--- src/rtl/pred_pkg.sv ---
// Shared types and helpers for the branch-prediction counter table update path.
package pred_pkg;

  localparam int ADDR_W    = 64;
  localparam int CNT_W     = 2;
  localparam int PRT_DEPTH = 1024;
  localparam int IDX_W     = $clog2(PRT_DEPTH);
  localparam int BRCOM_N   = 2;

  typedef logic [IDX_W-1:0] pred_idx_t;
  typedef logic [CNT_W-1:0] pred_cnt_t;

  typedef struct packed {
    pred_idx_t idx;
    logic      taken;
  } upd_ent_t;

  localparam pred_cnt_t PRED_CNT_WNT = pred_cnt_t'((1 << (CNT_W - 1)) - 1);

  // Instructions are word aligned, so the two lowest address bits carry no information.
  function automatic pred_idx_t pred_index(input logic [ADDR_W-1:0] addr);
    return pred_idx_t'(addr >> 2);
  endfunction

  function automatic pred_cnt_t sat_inc(input pred_cnt_t c);
    return (&c) ? c : c + pred_cnt_t'(1);
  endfunction

  function automatic pred_cnt_t sat_dec(input pred_cnt_t c);
    return (c == '0) ? c : c - pred_cnt_t'(1);
  endfunction

endpackage

--- src/rtl/pred_upd_fifo.sv ---
// Circular update queue: up to LANES writes per cycle (packed in lane order), one read.
module pred_upd_fifo
  import pred_pkg::*;
#(
  parameter int DEPTH = 8,
  parameter int LANES = 2
) (
  input  logic                   clk,
  input  logic                   reset,
  input  logic [LANES-1:0]       push,
  input  upd_ent_t               ent [LANES],
  input  logic                   pop,
  output upd_ent_t               head,
  output logic [$clog2(DEPTH):0] occ
);

  localparam int PW = $clog2(DEPTH);

  upd_ent_t        mem [DEPTH];
  logic [PW-1:0]   wr_ptr;
  logic [PW-1:0]   rd_ptr;
  logic [PW:0]     push_cnt;
  logic [PW-1:0]   slot [LANES];

  // Accepted lanes land in consecutive slots so lane 0 is always served first.
  always_comb begin
    push_cnt = '0;
    for (int i = 0; i < LANES; i++) begin
      slot[i]  = wr_ptr + push_cnt[PW-1:0];
      push_cnt = push_cnt + (PW+1)'(push[i]);
    end
  end

  always_ff @(posedge clk) begin
    for (int i = 0; i < LANES; i++) begin
      if (push[i]) mem[slot[i]] <= ent[i];
    end
  end

  always_ff @(posedge clk or posedge reset) begin
    if (reset) begin
      wr_ptr <= '0;
      rd_ptr <= '0;
      occ    <= '0;
    end else begin
      wr_ptr <= wr_ptr + push_cnt[PW-1:0];
      rd_ptr <= rd_ptr + PW'(pop);
      occ    <= occ + push_cnt - (PW+1)'(pop);
    end
  end

  assign head = mem[rd_ptr];

endmodule

--- src/rtl/pred_upd_sched.sv ---
// Serialises committed branch outcomes into the counter table's single port as a
// read-modify-write pipeline; sweeps the table to weakly-not-taken after reset.
module pred_upd_sched
  import pred_pkg::*;
#(
  parameter int ADDR     = ADDR_W,
  parameter int CNTW     = CNT_W,
  parameter int PRT_D    = PRT_DEPTH,
  parameter int SIMBRCOM = BRCOM_N,
  parameter int UQ_D     = 8,
  localparam int IDXW    = $clog2(PRT_D)
) (
  input  logic                     clk,
  input  logic                     reset,
  input  logic                     flush_,
  input  logic [SIMBRCOM-1:0]      br_commit_,
  input  logic [SIMBRCOM*ADDR-1:0] br_com_addr,
  input  logic [SIMBRCOM-1:0]      br_taken_,
  output logic                     busy,
  output logic                     ovf,
  output logic                     tbl_rd_,
  output logic [IDXW-1:0]          tbl_rd_idx,
  input  logic [CNTW-1:0]          tbl_rd_cnt,
  output logic                     tbl_we_,
  output logic [IDXW-1:0]          tbl_wr_idx,
  output logic [CNTW-1:0]          tbl_wr_cnt
);

  localparam int OW = $clog2(UQ_D) + 1;
  localparam logic [0:0] ST_INIT = 1'b0;
  localparam logic [0:0] ST_RUN  = 1'b1;

  logic [0:0]    state;
  pred_idx_t     sweep_idx;
  logic [OW-1:0] occ;
  logic [OW-1:0] free_cnt;
  logic [OW-1:0] fit_cnt;
  logic [SIMBRCOM-1:0] accept;
  logic          drop;
  upd_ent_t      ents [SIMBRCOM];
  upd_ent_t      head;
  logic          vld_p0;
  logic          vld_p1;
  upd_ent_t      ent_p1;
  logic          fwd_vld;
  pred_idx_t     fwd_idx;
  pred_cnt_t     fwd_cnt;
  pred_cnt_t     cur_cnt;
  pred_cnt_t     new_cnt;
  logic          init_wr;
  logic          unused_ok;

  // Flush is ignored on purpose: committed outcomes are architectural.
  assign unused_ok = ^{flush_, br_com_addr};

  always_ff @(posedge clk or posedge reset) begin
    if (reset) begin
      state     <= ST_INIT;
      sweep_idx <= '0;
    end else if (state == ST_INIT) begin
      sweep_idx <= sweep_idx + pred_idx_t'(1);
      if (sweep_idx == pred_idx_t'(PRT_D - 1)) state <= ST_RUN;
    end
  end

  assign free_cnt = OW'(UQ_D) - occ;
  assign busy     = (state == ST_INIT) || (free_cnt < OW'(SIMBRCOM));

  // Lanes are admitted in order while registered free space lasts; the rest are lost.
  always_comb begin
    fit_cnt = '0;
    accept  = '0;
    drop    = 1'b0;
    for (int i = 0; i < SIMBRCOM; i++) begin
      ents[i].idx   = pred_index(br_com_addr[i*ADDR +: ADDR]);
      ents[i].taken = ~br_taken_[i];
      if (!br_commit_[i]) begin
        if (fit_cnt < free_cnt) begin
          accept[i] = 1'b1;
          fit_cnt   = fit_cnt + OW'(1);
        end else begin
          drop = 1'b1;
        end
      end
    end
  end

  always_ff @(posedge clk or posedge reset) begin
    if (reset)     ovf <= 1'b0;
    else if (drop) ovf <= 1'b1;
  end

  pred_upd_fifo #(
    .DEPTH (UQ_D),
    .LANES (SIMBRCOM)
  ) u_fifo (
    .clk   (clk),
    .reset (reset),
    .push  (accept),
    .ent   (ents),
    .pop   (vld_p0),
    .head  (head),
    .occ   (occ)
  );

  // Stage R (p0): pop head and issue the table read.
  assign vld_p0     = (state == ST_RUN) && (occ != '0);
  assign tbl_rd_    = ~vld_p0;
  assign tbl_rd_idx = vld_p0 ? head.idx : '0;

  always_ff @(posedge clk or posedge reset) begin
    if (reset) vld_p1 <= 1'b0;
    else       vld_p1 <= vld_p0;
  end

  always_ff @(posedge clk) ent_p1 <= head;

  // Stage W (p1): the table returns old data when the previous cycle wrote the same entry.
  assign cur_cnt = (fwd_vld && fwd_idx == ent_p1.idx) ? fwd_cnt : tbl_rd_cnt;
  assign new_cnt = ent_p1.taken ? sat_inc(cur_cnt) : sat_dec(cur_cnt);

  always_ff @(posedge clk or posedge reset) begin
    if (reset) fwd_vld <= 1'b0;
    else       fwd_vld <= vld_p1;
  end

  always_ff @(posedge clk) begin
    fwd_idx <= ent_p1.idx;
    fwd_cnt <= new_cnt;
  end

  assign init_wr    = (state == ST_INIT) && !reset;
  assign tbl_we_    = ~(init_wr || vld_p1);
  assign tbl_wr_idx = init_wr ? sweep_idx : (vld_p1 ? ent_p1.idx : '0);
  assign tbl_wr_cnt = init_wr ? PRED_CNT_WNT : (vld_p1 ? new_cnt : '0);

endmodule

--- config.mk ---
export PLATFORM = sky130hd
export DESIGN_NAME = pred_upd_sched
export DESIGN_NICKNAME = d
export VERILOG_FILES = /design/src/rtl/pred_pkg.sv /design/src/rtl/pred_upd_fifo.sv /design/src/rtl/pred_upd_sched.sv
export SDC_FILE = /design/constraint.sdc
export NUM_CORES = 1
export LEC_CHECK = 0
export ABC_AREA = 0
export CAP_MARGIN = 0
export CORE_UTILIZATION = 40
export CTS_BUF_LIST = sky130_fd_sc_hd__clkbuf_16
export DETAILED_ROUTE_END_ITERATION = 10
export HOLD_SLACK_MARGIN = 0.15
export SETUP_SLACK_MARGIN = 0.1
export SLEW_MARGIN = 10
export SYNTH_ARGS = -nofsm -noshare
export SYNTH_HDL_FRONTEND = slang
export SYNTH_SLANG_ARGS = --single-unit
--- constraint.sdc ---
create_clock -name clk -period 5.22 [get_ports clk]
set_input_delay 1.044 -clock clk [delete_from_list [all_inputs] [get_ports clk]]
set_output_delay 1.044 -clock clk [all_outputs]
set_load 0.05 [all_outputs]
Word-level counts from Yosys, hierarchy flattened
Memories as Yosys holds them, arrays and structs flattened.
Index checks and enable logic that the tools add are counted.
{ "word_totals": {"ff_bits": 47, "mem_bits_rw": 88, "inputBits": 137, "out_inout_bits": 26, "wordCells": 67, "memories": 1} }
{ "classes": {"add_sub_neg": 10, "order_cmp": 3, "eq_ne": 2, "n_mux": 25, "bitwise": 5, "n_reduce_logical": 9} }
{ "mem_list": {"columns": ["memory", "words", "width", "read_ports", "rd_ports_with_merged_regs", "wr", "line", "source"], "rows": [
  ["u_fifo.mem", 8, 11, 1, 0, 2, "pred_upd_fifo.sv:19", "upd_ent_t mem [DEPTH];"]
]} }
{ "ops": {"columns": ["op", "count"], "rows": [
  ["$mux W10", 3],
  ["$mux W1", 16],
  ["$mux W2", 6],
  ["$add A10 B1 Y10 const B", 1],
  ["$eq A10 B10 Y1", 1],
  ["$eq A10 B10 Y1 const B", 1],
  ["$add A3 B1 Y3", 2],
  ["$not A1 Y1", 5],
  ["$add A4 B4 Y4", 1],
  ["$lt A1 B4 Y1 const A", 1],
  ["$lt A4 B2 Y1 const B", 1],
  ["$lt A4 B4 Y1", 1],
  ["$reduce_bool A4 Y1", 1],
  ["$sub A4 B1 Y4", 1],
  ["$sub A4 B4 Y4 const A", 1],
  ["$add A3 B3 Y3", 1],
  ["$logic_and A1 B1 Y1", 3],
  ["$add A1 B1 Y2", 1],
  ["$add A2 B1 Y2 const B", 1],
  ["$logic_not A2 Y1", 1],
  ["$logic_or A1 B1 Y1", 2],
  ["$reduce_and A2 Y1", 1],
  ["$sub A2 B1 Y2 const B", 1],
  ["$logic_not A1 Y1", 1]
]} }

Logic depth before layout (Yosys ltp)
{ "depth": {"depth_word": 10, "depth_mapped": 17} }

Modules after synthesis
A second synthesis with hierarchy kept.
{ "unflattened": {"hier_cells": 455, "hier_area_um2": 6652.6} }
{ "by_module_without_submodules": {"columns": ["mod", "instances", "cells_per_inst", "area_each_um2", "seq_area_each_um2"], "rows": [
  ["pred_upd_fifo", 1, 295, 5094.9, 2892.8],
  ["pred_upd_sched", 1, 160, 1557.7, 810.8]
]} }

Least setup slack after synthesis
OpenSTA, ideal clock, no wires.
{ "synth_timing": {"path_type": "input port to flip-flop", "from": "input port br_commit_[0]", "to": "memory u_fifo.mem[1][0] (netlist name) (enable)", "setup_time_ps": 384, "arrival_ps": 3626, "required_ps": 4836, "setup_slack_ps": 1210, "stages": 13, "n_path_buf": 4, "cell_sequence": "a41o_1 a21o_1 buf_6 inv_2 buf_2 buf_2 and2_1 ha_1 xor2_1 a31oi_1 buf_4 a31oi_1 mux2i_1"} }
{ "synth_lines": {"columns": ["element", "line", "source"], "rows": [
  ["start: declaration", "pred_upd_sched.sv:16", "input logic [SIMBRCOM-1:0] br_commit_,"],
  ["end: declaration", "pred_upd_fifo.sv:19", null]
]} }

==> run metrics <==
CP required 5.34 ns; DRT Pass-1 Iters 5; via count about 7200; Final Total Pwr between 5 and 6 mW; max-cap check violation count 0; wire length of the first global-routing pass 36.9 mm; Clock Skews roughly 0.009 ns; post-synth top area share a little under a third; Place WS around 0.75 ns; CTS tree done; io pins roughly 160; Tcrit/Tclk final a little over 80%; antenna fix cells 0; top cells by area, synth edfxtp_1 (31%), nand4_1 (15%), dfrtp_1 (7.1%); Post-synth EDFFs 88; Worst Path Max Fanout 25; clk sink count approximately 140; largest net degree at the start of global routing 65; YS warnings 0; worst skew pair latency between 0.4 and 0.5 ns; Reg clk slew, reported paths roughly 0.06 ns; Startpoint Class flop; Final Hold Violating Endpoints 0; syn nets 999; worst slew pin tran approximately 1 ns; Tmin final between 4 and 5 ns; setup ws final ~0.93 ns; slowest CP cell o21ai_2; final wirelength around 24 mm; mean number of vias per cell 6.32; top-count cell post-synth nand4_1; Setup-failing EPs final 0; Setup Fix Bufs, Post-CTS 0; GRT Total Usage about 22%; CP Capture Type flop; Synth top cells by count nand4_1 (202), edfxtp_1 (88), clkbuf_1 (63); Worst path max stage delay 0.77 ns; Final ANT Viol Nets 0; CP arrival 4.40 ns; GRT overflow 0; Syn-to-layout area delta 15.7%; Syn Inst Count 845; Max Clk Rate between 200 and 250 MHz; syn_area_per_cell just over 10 um2; die area 21900 um2; Core Region 20600 um2; die width 148 um; IO buf count 53; setup TNS 0 ns; sequential share of the synthesized area between 40% and 50%; Leakage 3.21 nW; root buffer cell clkbuf_16; number of global-route vias before repair roughly 6500; VDD IR max ~0.00043 V; CTS Buf Count 17; DR WL/cell around 21 um; predominant post-synthesis flop cell edfxtp_1; worst-path cell chain inv_1, ha_1, nand2b_1, o21ai_2, a21o_4, inv_2, and2_1, ha_1, nor2_4, buf_4, nand3_1, mux2i_1, buf_4; Hold WC Path Type reg2reg; GPL Wtd Cong around 0.8; post_cts resized 0; Placed Cells 1106; Core Util, Final 47.9%; RSZ-0062 raised after global routing false; Syn Std Cell Area between 8000 and 9000 um2; Slew Viols, Final 0; Pwr Density roughly 570 nW/um2; dpl hpwl between 15 and 20 mm; Rows 52; share of cells above drive strength 1 between 10 and 15%; Final #Nets around 1000; Bufs on Longest Clock Path 2; DRC Markers 0; fin cells 1137; DR iter-0 viols roughly 600; outcome finished clean; H-tree depth 4; initial antenna violation count 0; Synth cell types 48; Seq cells post-synth ~140; Die Ht ~150 um; Initial Utilization 41.4%; crit path kind reg2reg; Max transition margin roughly a third; hold buffers post-CTS 0; post-synth top area cell edfxtp_1; Async SR Flop Fraction between 15 and 20%
logic make-up after synthesis:
logic type               synth area share, %
AND/OR/NAND/NOR                         26.9
flip-flops                              43.5
buffers and inverters                   5.46
AO/OA/AOI/OAI                           7.25
multiplexers                            11.6
XOR/XNOR                                2.57
adder cells (fa/ha/maj)                 2.68
through the flow:
stage / hold WS (ns) / area (um2)
after floorplan: 0.363 / 8510
after global placement: 0.378 / 9270
after detailed placement: 0.377 / 9270
after CTS: 0.383 / 9850
after global routing: 0.389 / 9850
final: 0.378 / 9850
flip-flops by register name, indices dropped and copies added, names as in the netlist:
signal and flops:
u_fifo.mem 88, ent_p1 11, fwd_idx 10, sweep_idx 10
u_fifo.occ 4, u_fifo.rd_ptr 3, u_fifo.wr_ptr 3, fwd_cnt 2
fwd_vld 1, ovf 1, state 1, vld_p1 1
path summary, 6_finish.rpt:
kind	depth (start not counted)	endpoint	slack [ns]	start
min reg2reg	0	fwd_idx[1]	0.38	ent_p1[2]
min in group asynchronous	2	sweep_idx[5]	1.17	reset
min	0	fwd_idx[1]	0.38	ent_p1[2]
max reg2reg	13	u_fifo.mem[5][8]	0.93	u_fifo.occ[0]
max	13	u_fifo.mem[5][8]	0.93	u_fifo.occ[0]
max in group asynchronous	2	u_fifo.wr_ptr[0]	3.42	reset
per-layer routing:
layer,up-vias,part of all wire [%],global-route usage (%)
met5,-,0,0
met2,333,48,36.3
met3,51,7.4,3.92
met4,0,2.2,9.28
met1,3460,43,29.6
li1,3338,-,-
cell type report:
class	instances	area, um2
Fill cell	1931	10700
Multi-Input combinational cell	600	4390
Sequential cell	135	3700
Timing Repair Buffer	87	786
Clock buffer	17	425
Tap cell	270	338
Clock inverter	14	153
Inverter	14	52.6
power breakdown:
part	total (mW)	internal, mW	leakage [nW]	switching [mW]
Combinational	2.76	0.785	1.65	1.97
Clock	1.18	0.701	0.262	0.475
Sequential	1.73	1.60	1.29	0.130
placed cells by master (no fill, tap or decap), types with 7 or more instances in the layout:
cell type        Yosys  final
a211oi_1            10     10
a21oi_1              8      8
and2_1              21     21
buf_4                1     34
clkbuf_16            0     17
clkdlybuf4s50_1      0     53
dfrtp_1             24     23
dfxtp_1             23     23
edfxtp_1            88     88
ha_1                15     15
inv_1               13     13
mux2_2              13     13
mux2i_1             21     21
mux2i_2             10     10
mux4_2              22     22
nand2_1             37     37
nand3_1             51     51
nand4_1            202    202
nor2_1              14     13
nor2b_1             33     32
nor4_1              24     24
o21ai_0             47     47
xnor2_1             18     18
xor2_1               7      7
critical path, delay by kind of cell (launching register included):
family / cells / cell delay (ns)
mux: 1 / 0.42
fa+ha+maj: 2 / 0.53
compound gates: 2 / 1.00
flops: 1 / 0.44
simple gates: 4 / 0.70
buf+inv: 4 / 0.86
No activity file was read; power rests on OpenSTA's default activity.
==> edit 1 (config.mk and constraints unchanged) <==
The package constant `BRCOM_N` goes from 2 to 4.
--- a/src/rtl/pred_pkg.sv
+++ b/src/rtl/pred_pkg.sv
@@ -5,7 +5,7 @@
   localparam int CNT_W     = 2;
   localparam int PRT_DEPTH = 1024;
   localparam int IDX_W     = $clog2(PRT_DEPTH);
-  localparam int BRCOM_N   = 2;
+  localparam int BRCOM_N   = 4;
 
   typedef logic [IDX_W-1:0] pred_idx_t;
   typedef logic [CNT_W-1:0] pred_cnt_t;
Interface: changed (resized br_com_addr, br_commit_ and br_taken_); port bits go from 163 to 295. The function was not compared with the original's and may differ.
==> edit 1 against the original RTL <==
- routed wire length increased by 51%
- sequential share of layout area fell by 8.7 points
- area after synthesis up 18%
- sequential cell count stayed put
- worst setup slack worse by 0.72 ns
- final area rose by 30%
- hold slack better by 0.0017 ns
- critical path type unchanged
- largest cell class unchanged
Power is not compared: it rests on default switching activity, and its combinational part moved more than twofold at a synthesized area within 25%.
==> edit 1: results <==
[placement]
port_buffers = 77
routabilityCongestion = 0.909
pre_cts_slack_ns = -0.418
place_hpwl_um = 26200
dpl_cell_area_um2 = 11800

[route]
wire_per_inst_um = 24.2
first_pass_iters = 6
vias = 9435
drt_iter0_markers = 1234

[sta]
slew_headroom_pct = 24.6
fin_crit_ns = 5.01
hold_viol = 0
clock-skew-final_ns = 0.0136

[grt]
antenna_found_initial = 0
grt_usage_pct = 28.0
grt_pass1_wl_um = 54500
first_global_vias = 8500
grt_start_max_net_pins = 105

[power]
p_leak_nw = 4.80
peakVddDrop_uv = 594

[worst_setup_path]
crit_arrival_ns = 5.36
r2r_slack_ns = 0.21
r2r_cells = 27
cp_max_fo = 4
crit_start = u_fifo.occ[1]
crit_end = u_fifo.occ[3]

[finish]
nFillCells = 2241
diodes = 0
drive_gt1_share_pct = 23.0
largest_reg_flops = 88

[synthesis]
synthArstFlopShare_pct = 17.8
syn-num-nets = 1359
yosysWarnings = 0
synth_common_cells = nor2_1, edfxtp_1, and3_1
ys.flop_type = edfxtp_1
ys_seq_area_share_pct = 36.7
synth-edff-count = 88
synth_cell_types = 63
netlist_top_cells_area = edfxtp_1, o311ai_0, a211oi_1, dfrtp_1, o31ai_1

[clock_tree]
htreeDepth = 4
clockRootBuffer = clkbuf_16
cts_made_buffers = 17
insertion_delay_ns = 0.43
clkSlewWorstSetupHoldPaths_ns = 0.06
clk_path_buf_depth = 2

[min_path]
hp-class = flop to flop

[status]
outcome = finished clean
==> edit 1: how the worst min path moves through the flow <==
stage / slack [ns] / end / depth (start not counted) / startpoint
floorplan: 0.36 / fwd_idx[9] / 0 / ent_p1[10]
global placement: 0.37 / fwd_idx[9] / 0 / ent_p1[10]
detailed placement: 0.37 / fwd_idx[9] / 0 / ent_p1[10]
CTS: 0.38 / fwd_idx[9] / 0 / ent_p1[10]
global route: 0.39 / fwd_idx[9] / 0 / ent_p1[10]
finish: 0.38 / fwd_idx[9] / 0 / ent_p1[10]
==> edit 1: where the power goes <==
group / switching (mW) / total, mW / internal [mW]
Combinational: 4.09 / 6.93 / 2.84
Sequential: 0.249 / 2.35 / 2.10
Clock: 0.470 / 1.32 / 0.849
Total: 4.81 / 10.6 / 5.79
==> edit 1: cell type report <==
type                            instances  area, um^2  share of cell area (%)
Clock buffer                           17         425                    3.32
Multi-Input combinational cell        776        6140                    47.9
Sequential cell                       135        3710                    29.0
Inverter                               20        82.6                   0.645
Tap cell                              324         405                    3.17
Timing Repair Buffer                  196        1820                    14.2
Clock inverter                         15         225                    1.76
==> edit 1: worst max-delay path: stages (launching register included) <==
cell and delay [ns]:
dfrtp_2 0.46, inv_4 0.09, ha_4 0.15, nand2b_4 0.06, o211a_4 0.26, nor2_4 0.15, nand2_1 0.07, ha_1 0.27
nand2b_1 0.07, and2_4 0.16, nand3b_4 0.14, a21o_1 0.18, xor2_1 0.15, ha_2 0.18, nand2b_4 0.14, or3_4 0.38
nand3b_1 0.21, a31oi_4 0.17, or3_4 0.16, ha_4 0.12, fa_1 0.42, inv_2 0.09, ha_4 0.21, inv_4 0.06
ha_4 0.18, a21o_1 0.16, a21oi_2 0.13, xnor2_1 0.12
==> edit 1: cell families after synthesis <==
group / count (synthesis) / synth area share [%]
AO/OA/AOI/OAI: 337 / 26.3
AND/OR/NAND/NOR: 339 / 17.1
adder cells (fa/ha/maj): 31 / 4.27
XOR/XNOR: 35 / 3.04
flip-flops: 135 / 36.7
multiplexers: 34 / 6.26
buffers and inverters: 149 / 6.31
==> edit 1: repair_timing <==
item	CTS	global route
gates resized for setup	3	59
buffers inserted	0	10
pin swaps	1	5
endpoints found under the setup margin	14	174
==> edit 1: stage by stage <==
step / TNS (ns) / utilization (%) / cells
finish: 0 / 52.2 / 1483
global route: 0 / 52.2 / 1483
CTS: 0 / 50.8 / 1473
detailed placement: -43.53 / 48.1 / 1441
global placement: -37.45 / 48.1 / 1441
floorplan: -0.391 / - / 1060
==> edit 1: per-layer routing <==
metal | wire length, um | vias to the layer above | GRT usage, %
met3 | 4290 | 35 | 7.62
met2 | 15000 | 598 | 39.9
li1 | - | 4328 | -
met4 | 373 | 0 | 3.77
met1 | 16200 | 4474 | 42.9
met5 | 0 | - | 0
==> edit 2 (same flow settings) <==
Made on the original files. Add an input register stage for `flush_`, `br_commit_`, `br_com_addr`, `br_taken_` and `tbl_rd_cnt`, without a reset; this delays them by one clock.
--- a/src/rtl/pred_upd_sched.sv
+++ b/src/rtl/pred_upd_sched.sv
@@ -30,6 +30,20 @@
   localparam logic [0:0] ST_INIT = 1'b0;
   localparam logic [0:0] ST_RUN  = 1'b1;
 
+  logic flush__q;
+  logic [SIMBRCOM-1:0] br_commit__q;
+  logic [SIMBRCOM*ADDR-1:0] br_com_addr_q;
+  logic [SIMBRCOM-1:0] br_taken__q;
+  logic [CNTW-1:0] tbl_rd_cnt_q;
+
+  always_ff @(posedge clk) begin
+    flush__q      <= flush_;
+    br_commit__q  <= br_commit_;
+    br_com_addr_q <= br_com_addr;
+    br_taken__q   <= br_taken_;
+    tbl_rd_cnt_q  <= tbl_rd_cnt;
+  end
+
   logic [0:0]    state;
   pred_idx_t     sweep_idx;
   logic [OW-1:0] occ;
@@ -51,7 +65,7 @@
   logic          unused_ok;
 
   // Flush is ignored on purpose: committed outcomes are architectural.
-  assign unused_ok = ^{flush_, br_com_addr};
+  assign unused_ok = ^{flush__q, br_com_addr_q};
 
   always_ff @(posedge clk or posedge reset) begin
     if (reset) begin
@@ -72,9 +86,9 @@
     accept  = '0;
     drop    = 1'b0;
     for (int i = 0; i < SIMBRCOM; i++) begin
-      ents[i].idx   = pred_index(br_com_addr[i*ADDR +: ADDR]);
-      ents[i].taken = ~br_taken_[i];
-      if (!br_commit_[i]) begin
+      ents[i].idx   = pred_index(br_com_addr_q[i*ADDR +: ADDR]);
+      ents[i].taken = ~br_taken__q[i];
+      if (!br_commit__q[i]) begin
         if (fit_cnt < free_cnt) begin
           accept[i] = 1'b1;
           fit_cnt   = fit_cnt + OW'(1);
@@ -116,7 +130,7 @@
   always_ff @(posedge clk) ent_p1 <= head;
 
   // Stage W (p1): the table returns old data when the previous cycle wrote the same entry.
-  assign cur_cnt = (fwd_vld && fwd_idx == ent_p1.idx) ? fwd_cnt : tbl_rd_cnt;
+  assign cur_cnt = (fwd_vld && fwd_idx == ent_p1.idx) ? fwd_cnt : tbl_rd_cnt_q;
   assign new_cnt = ent_p1.taken ? sat_inc(cur_cnt) : sat_dec(cur_cnt);
 
   always_ff @(posedge clk or posedge reset) begin
Check against the original RTL: not equivalent (a bounded check fails within 10 cycles, from zero or initial values and one cycle with reset high).
==> edit 2 against the original RTL <==
- clock skew is 0.0011 ns lower
- final area is 12% lower
- synthesized cell count is 41% lower
- worst setup slack better by 0.30 ns
- first-iteration DRC count is 64% lower
- area after synthesis is 14% lower
- sequential cell count is 26 higher
- routed wire length is 35% lower
- largest cell class is now registers
- highest routed layer unchanged
Power is not compared: it rests on default switching activity, and its combinational part moved more than twofold at a synthesized area within 25%.
==> edit 2: results <==
[status]
outcome = finished clean

[grt]
grt_start_max_net_pins = 25
first_global_vias = 4292
grt_pass1_wl_um = 24200

[worst_setup_path]
r2r_end = u_fifo.mem[4][4]
cp_max_fo = 23
crit_arrival_ns = 2.95
critical-path-top-delay-family = buffers and inverters
critical_path.max_stage_delay_ns = 0.72
r2r_cells = 11
crit_end = tbl_rd_idx[6]
r2r_slack_ns = 1.51
crit_start = u_fifo.rd_ptr[0]
critPathSlowestCell = clkdlybuf4s50_1

[synthesis]
synth_cell_types = 41
syn-num-nets = 656
synth_common_cells = mux2_2, edfxtp_1, dfxtp_1
synth_area_per_cell_um2 = 14.5
synthArstFlopShare_pct = 14.9
ys_seq_area_share_pct = 58.0
synth_compound_area_share_pct = 4.40
netlist_top_cells_area = edfxtp_1, mux2_2, dfxtp_1, dfrtp_1, mux4_2
synth_fa_ha_area_share_pct = 3.13
muxShareOfSynthArea_pct = 23.0

[placement]
dpl_cell_area_um2 = 8100
pre_cts_slack_ns = 1.34
routabilityCongestion = 0.791
place_hpwl_um = 9870
dp.cells = 770

[power]
finalPower_mw = 4.66
peakVddDrop_uv = 256

[finish]
nFillCells = 1526
drive_gt1_share_pct = 29.1
layout.nets = 718
largest_reg_flops = 88
final_cells = 802

[route]
wirelength_um = 15400
first_pass_iters = 4
vias = 4201
drt_iter0_markers = 220

[min_path]
min_to = fwd_idx[8]
hold_path.startpoint = ent_p1[9]

[sta]
whs_ns = 0.385
clock.fmax_mhz = 251
clock-skew-final_ns = 0.00793
max_slew.worst_pin.slew_ns = 1.01
## edit 2: cell types whose count changed after synthesis, sizes merged, moves of 8 or more
| cell | unedited run | this run |
|---|---|---|
| nor4 | 24 | 0 |
| buf | 32 | 14 |
| a21oi | 8 | 17 |
| dfxtp | 23 | 49 |
| nand4 | 202 | 3 |
| mux2 | 13 | 93 |
| and2 | 21 | 1 |
| a211oi | 10 | 2 |
| nand2 | 37 | 28 |
| clkbuf | 64 | 10 |
| mux2i | 31 | 13 |
| o21ai | 52 | 20 |
| nand3 | 51 | 5 |
| nor2b | 34 | 13 |
## edit 2: final cells by class
cell class                 count  area, um^2  area share [%]
timing repair buffer          67         636            7.31
inverter                      20        75.1           0.863
tap                          225         282            3.24
clock buffer                  17         425            4.89
clock inverter                15         176            2.03
multi-input combinational    297        2880            33.1
sequential                   161        4220            48.6
## edit 2: routing by layer
layer	vias up	global-route usage, %	wire [um]
met5	-	0	0
met4	0	6.90	320
met3	26	4.67	716
met2	107	29.0	7370
met1	2083	23.3	7020
li1	1985	-	-
